==> config.mk <==
export PLATFORM = sky130hd
export DESIGN_NAME = flipdot_scan_sequencer
export DESIGN_NICKNAME = d
export VERILOG_FILES = /design/src/rtl/flipdot_scan_sequencer.sv
export SDC_FILE = /design/constraint.sdc
export NUM_CORES = 1
export LEC_CHECK = 0
export CAP_MARGIN = 20
export CORE_ASPECT_RATIO = 0.7
export CORE_MARGIN = 2
export CORE_UTILIZATION = 35
export CTS_BUF_LIST = sky130_fd_sc_hd__clkbuf_16
export DETAILED_ROUTE_END_ITERATION = 16
export GPL_TIMING_DRIVEN = 0
export PLACE_DENSITY = 0.57
export SLEW_MARGIN = 0
export SYNTH_ARGS = -nofsm -noshare
export SYNTH_HDL_FRONTEND = slang
export SYNTH_SLANG_ARGS = --single-unit
==> constraint.sdc <==
create_clock -name clock -period 6.6 [get_ports clock]
set_input_delay 1.98 -clock clock [delete_from_list [all_inputs] [get_ports clock]]
set_output_delay 1.98 -clock clock [all_outputs]
set_load 0.05 [all_outputs]
==> src/rtl/flipdot_scan_sequencer.sv <==
// Row/column scan sequencer for a bistable dot matrix with double-buffered image,
// break-before-make dead time and abort. Define FLIPDOT_SEQ_LOOP_EN for continuous looping.
module flipdot_scan_sequencer #(
  parameter int ROWS  = 5,
  parameter int COLS  = 5,
  parameter int CNT_W = 16,
  parameter int ROW_W = 3,
  parameter int COL_W = 3
) (
  input  logic                 clock,
  input  logic                 reset_n,
  input  logic [CNT_W-1:0]     cfg_ccr0,
  input  logic [CNT_W-1:0]     cfg_ccr1,
  input  logic [ROWS+COLS-1:0] cfg_invert,
  input  logic                 wr_en,
  input  logic [ROW_W-1:0]     wr_row,
  input  logic [COLS-1:0]      wr_data,
  input  logic                 commit,
  input  logic                 trigger,
  input  logic                 abort,
`ifdef FLIPDOT_SEQ_LOOP_EN
  input  logic                 loop_en,
`endif
  output logic                 busy,
  output logic                 frame_done,
  output logic [ROWS+COLS-1:0] drv_p,
  output logic [ROWS+COLS-1:0] drv_n,
  output logic [ROW_W-1:0]     cur_row,
  output logic [COL_W-1:0]     cur_col
);

  localparam int DRV = ROWS + COLS;

  localparam logic [1:0] S_IDLE  = 2'd0;
  localparam logic [1:0] S_DEAD  = 2'd1;
  localparam logic [1:0] S_PULSE = 2'd2;
  localparam logic [1:0] S_DONE  = 2'd3;

  // A zero pulse width behaves as one cycle; the timer runs from width-1 down to 0.
  function automatic logic [CNT_W-1:0] pulse_load(input logic [CNT_W-1:0] width);
    return (width == '0) ? '0 : width - CNT_W'(1);
  endfunction

  logic [1:0]           state_q, state_d;
  logic [CNT_W-1:0]     cnt_q, cnt_d;
  logic [ROW_W-1:0]     row_q, row_d;
  logic [COL_W-1:0]     col_q, col_d;
  logic [CNT_W-1:0]     ccr0_q, ccr0_d;
  logic [CNT_W-1:0]     ccr1_q, ccr1_d;
  logic [DRV-1:0]       inv_q, inv_d;
  logic [ROWS*COLS-1:0] shadow_q, shadow_d;
  logic [ROWS*COLS-1:0] active_q, active_d;
  logic                 pending_q, pending_d;
  logic                 trig_q;
  logic                 busy_q, busy_d;
  logic                 done_q, done_d;
  logic [DRV-1:0]       drv_p_q, drv_p_d;
  logic [DRV-1:0]       drv_n_q, drv_n_d;

  logic trig_rise;
  logic last_dot;
  logic dot_v;
  logic do_copy;

  always_comb begin
    trig_rise = trigger & ~trig_q;
    shadow_d  = shadow_q;
    if (wr_en) begin
      for (int r = 0; r < ROWS; r++) begin
        if (wr_row == ROW_W'(r)) shadow_d[r*COLS +: COLS] = wr_data;
      end
    end
  end

  always_comb begin
    dot_v = 1'b0;
    for (int r = 0; r < ROWS; r++) begin
      for (int c = 0; c < COLS; c++) begin
        if (row_q == ROW_W'(r) && col_q == COL_W'(c)) dot_v = active_q[r*COLS + c];
      end
    end
    last_dot = (row_q == ROW_W'(ROWS-1)) && (col_q == COL_W'(COLS-1));
  end

  always_comb begin
    state_d   = state_q;
    cnt_d     = cnt_q;
    row_d     = row_q;
    col_d     = col_q;
    ccr0_d    = ccr0_q;
    ccr1_d    = ccr1_q;
    inv_d     = inv_q;
    active_d  = active_q;
    pending_d = pending_q;
    do_copy   = 1'b0;

    // Image commit: immediate when idle, deferred to DONE while a frame is running.
    if (state_q == S_IDLE) begin
      do_copy = commit;
    end else if (state_q == S_DONE && !abort) begin
      do_copy = pending_q | commit;
    end else if (commit) begin
      pending_d = 1'b1;
    end
    if (do_copy) begin
      active_d  = shadow_d;
      pending_d = 1'b0;
    end

    case (state_q)
      S_IDLE: begin
        if (trig_rise) begin
          state_d = S_DEAD;
          row_d   = '0;
          col_d   = '0;
          ccr0_d  = cfg_ccr0;
          ccr1_d  = cfg_ccr1;
          inv_d   = cfg_invert;
          cnt_d   = cfg_ccr0;
        end
      end
      S_DEAD: begin
        if (cnt_q == '0) begin
          state_d = S_PULSE;
          cnt_d   = pulse_load(ccr1_q);
        end else begin
          cnt_d = cnt_q - CNT_W'(1);
        end
      end
      S_PULSE: begin
        if (cnt_q != '0) begin
          cnt_d = cnt_q - CNT_W'(1);
        end else if (last_dot) begin
          state_d = S_DONE;
          row_d   = '0;
          col_d   = '0;
        end else begin
          state_d = S_DEAD;
          cnt_d   = ccr0_q;
          if (col_q == COL_W'(COLS-1)) begin
            col_d = '0;
            row_d = row_q + ROW_W'(1);
          end else begin
            col_d = col_q + COL_W'(1);
          end
        end
      end
      default: begin
        state_d = S_IDLE;
`ifdef FLIPDOT_SEQ_LOOP_EN
        if (loop_en) begin
          state_d = S_DEAD;
          row_d   = '0;
          col_d   = '0;
          ccr0_d  = cfg_ccr0;
          ccr1_d  = cfg_ccr1;
          inv_d   = cfg_invert;
          cnt_d   = cfg_ccr0;
        end
`endif
      end
    endcase

    if (abort) state_d = S_IDLE;
  end

  // Outputs are registered from the next state so they line up with the state they describe.
  always_comb begin
    busy_d  = (state_d != S_IDLE);
    done_d  = (state_d == S_DONE);
    drv_p_d = '0;
    drv_n_d = '0;
    if (state_d == S_PULSE) begin
      for (int r = 0; r < ROWS; r++) begin
        if (row_q == ROW_W'(r)) begin
          drv_p_d[r] = dot_v ^ inv_q[r];
          drv_n_d[r] = ~(dot_v ^ inv_q[r]);
        end
      end
      for (int c = 0; c < COLS; c++) begin
        if (col_q == COL_W'(c)) begin
          drv_p_d[ROWS+c] = ~(dot_v ^ inv_q[ROWS+c]);
          drv_n_d[ROWS+c] = dot_v ^ inv_q[ROWS+c];
        end
      end
    end
  end

  always_ff @(posedge clock or negedge reset_n) begin
    if (!reset_n) begin
      state_q   <= S_IDLE;
      cnt_q     <= '0;
      row_q     <= '0;
      col_q     <= '0;
      ccr0_q    <= '0;
      ccr1_q    <= '0;
      inv_q     <= '0;
      shadow_q  <= '0;
      active_q  <= '0;
      pending_q <= 1'b0;
      trig_q    <= 1'b0;
      busy_q    <= 1'b0;
      done_q    <= 1'b0;
      drv_p_q   <= '0;
      drv_n_q   <= '0;
    end else begin
      state_q   <= state_d;
      cnt_q     <= cnt_d;
      row_q     <= row_d;
      col_q     <= col_d;
      ccr0_q    <= ccr0_d;
      ccr1_q    <= ccr1_d;
      inv_q     <= inv_d;
      shadow_q  <= shadow_d;
      active_q  <= active_d;
      pending_q <= pending_d;
      trig_q    <= trigger;
      busy_q    <= busy_d;
      done_q    <= done_d;
      drv_p_q   <= drv_p_d;
      drv_n_q   <= drv_n_d;
    end
  end

  assign busy       = busy_q;
  assign frame_done = done_q;
  assign drv_p      = drv_p_q;
  assign drv_n      = drv_n_q;
  assign cur_row    = row_q;
  assign cur_col    = col_q;

endmodule
==> impl_metrics.json <==
{
  "final_core_util_pct": 45.1,
  "syn_nets": 720,
  "syn_to_final_growth_pct": 26.0,
  "port_buffers": 83,
  "hold_viol": 0,
  "startpoint_type": "input pin",
  "synth_warnings": 0,
  "skew_ps": 7.48,
  "hp-class": "reg2reg",
  "fp.coreArea_um2": 19900,
  "avgViaCountPerCell": 5.28,
  "io_pins": 84,
  "die_w_um": 174,
  "root_buffer": "clkbuf_16",
  "dp.cells": 999,
  "synth_common_cells": "dfrtp_1 (140), mux2_2 (86), nor2_1 (43)",
  "drt_pre_antenna_iters": 5,
  "drtIter0Drc": 407,
  "yosys.cell_types.count": 67,
  "cts.clk_slew.worst_paths_ps": 60,
  "synth.most_common_cell": "dfrtp_1",
  "grt_setup_unrepaired": "no",
  "grt_usage_pct": 19.1,
  "antenna_left": 0,
  "cts_made_buffers": 17,
  "worstPathRequired_ps": 6940,
  "avgSynthCellArea_um2": 11.0,
  "die_y_um": 123,
  "cts_tree": "yes",
  "holdWs_ps": 494,
  "wl_per_cell_um": 18.9,
  "status": "complete, no violations",
  "max_freq_mhz": 254,
  "antenna_found_initial": 1,
  "synth_area_leaders": "dfrtp_1 (49%), mux2_2 (14%), ha_1 (3.3%), mux2i_1 (2.8%), a21oi_1 (2.7%)",
  "synth_seq_cells": 140,
  "ys_seq_area_share_pct": 49.3,
  "syn_inst": 645,
  "grt.overflow.total": 0,
  "tightest_slew_ps": 821,
  "slowest_delay_ps": 460,
  "crit_chain": "clkdlybuf4s50_1 -> nand3_1 -> o311a_1 -> a21oi_1 -> nand2_1 -> inv_2 -> or2_1 -> clkbuf_1 -> or3_1 -> mux2i_1",
  "drive_gt1_share_pct": 18.7,
  "total_power_mw": 2.68,
  "leakagePower_nw": 3.71,
  "clk-insertion-delay-late_ps": 440,
  "ir_drop_uv": 126,
  "clockBufferDepth": 2,
  "maxCapViolCount": 0,
  "period_share_pct": 59.6,
  "critical_path_class": "in2reg",
  "yosys.area.top_type_share_pct": 49.3,
  "end_kind": "flip-flop",
  "grt_pass1_vias": 5534,
  "placed_cell_area_um2": 8300,
  "arrival_ps": 4280,
  "htreeDepth": 4,
  "dieArea_um2": 21500,
  "path_buf_inv": 3,
  "synth_area_um2": 7100,
  "vias": 5449,
  "yosysTopAreaCell": "dfrtp_1",
  "synth_flop_cell": "dfrtp_1",
  "start_util_pct": 35.8,
  "cts_setup_buffers": 0,
  "cts_resized": 0,
  "routed_wl_um": 19500,
  "cp_slowest_cell": "clkdlybuf4s50_1",
  "power.density_nw_per_um2": 300,
  "hpwlAfterDp_um": 14800,
  "grt_pass1_wl_um": 31200,
  "stdcell_area_um2": 8940,
  "ys_async_sr_fraction_pct": 100,
  "final_cells": 1032,
  "rows": 43,
  "place_congestion": 0.872,
  "fin_crit_ps": 3930,
  "nets": 823,
  "setup_viol": 0,
  "slew_headroom_pct": 44.9,
  "drc_errors": 0,
  "cpLargestDelayFamily": "simple AND/OR/NAND/NOR gates",
  "maxSlewViolCount": 0,
  "cts_hold_buf": 0,
  "synth_enable_flop_cells": 0,
  "clock-sinks": 140,
  "worstPathMaxFanout": 8,
  "grt_max_degree": 73
}
-- worst paths after layout --
kind / cells after the start / slack [ps] / end / start
max reg2reg: 13 / 2880 / drv_p[1] / cur_col[2]
min: 1 / 490 / shadow_q[18] / shadow_q[18]
max in group asynchronous: 2 / 4270 / cnt_q[10] / reset_n
min reg2reg: 1 / 490 / shadow_q[18] / shadow_q[18]
max: 10 / 2670 / drv_p[1] / trigger
min in group asynchronous: 1 / 1540 / shadow_q[3] / reset_n
-- layer usage --
| layer | part of all wire [%] | GRT usage (%) | vias to the layer above | wire [um] |
|---|---|---|---|---|
| li1 | - | - | 2552 | - |
| met1 | 52 | 28.9 | 2680 | 10100 |
| met2 | 39 | 25.6 | 193 | 7610 |
| met3 | 7.9 | 5.81 | 24 | 1550 |
| met4 | 1.3 | 5.83 | 0 | 250 |
| met5 | 0 | 0 | - | 0 |
-- state kept, by name (all words and copies together) (netlist names), 10 cells and up --
register and cells:
active_q 25, ccr0_q 16, ccr1_q 16, cnt_q 16, drv_n 10, drv_p 10
inv_q 10, shadow_q 25
-- cells by family (layout without fill, tap and decap cells) --
logic type / after synthesis / in the layout / share of synthesized area [%]
buf+inv: 60 / 176 / 3.47
xor+xnor: 22 / 22 / 2.71
mux: 106 / 106 / 16.5
fa+ha+maj: 19 / 19 / 3.35
other cells: 0 / 1 / 0
flops: 140 / 140 / 49.3
simple gates: 162 / 162 / 11.9
compound gates: 136 / 136 / 12.7
-- where the power goes --
part / internal [mW] / total [mW] / switching, mW
Clock: 0.669 / 1.05 / 0.385
Sequential: 1.01 / 1.14 / 0.123
Combinational: 0.243 / 0.489 / 0.246
-- layout make-up --
cell class	count	area, um2
diodes	1	2.50
plain buffers	32	141
clock buffers	17	425
clock inverters	15	220
fillers	1795	10900
inverters	28	105
multi-input cells	445	3350
flip-flops and latches	140	3500
well taps	270	338
repair buffers	84	860
-- cells in the final DEF, fill, tap and decap left out, types with 4 or more instances in the layout --
cell type	count
a31oi_1	5
buf_2	5
ha_1	19
o21ai_1	14
nor2b_1	5
bufinv_16	5
nor3_1	14
o21ai_0	15
and3_1	4
mux2i_1	20
xnor2_1	13
nand2_1	35
clkbuf_16	17
xor2_1	9
dfrtp_1	140
o22ai_1	15
nand3_1	13
inv_1	26
nand4_1	9
or3_1	8
mux2_2	86
clkbuf_1	24
a22oi_1	10
clkdlybuf4s50_1	82
a2bb2oi_1	4
nand2b_1	5
nor2_1	43
a21oi_1	38
-- through the flow --
step	setup slack, ps	TNS [ps]
6_report	2670	0
5_1_grt	2520	0
4_1_cts	2700	0
3_5_place_dp	2270	0
3_3_place_gp	-1870	-260210
2_1_floorplan	3170	0
Note: power is estimated with default switching activity, not from simulation.
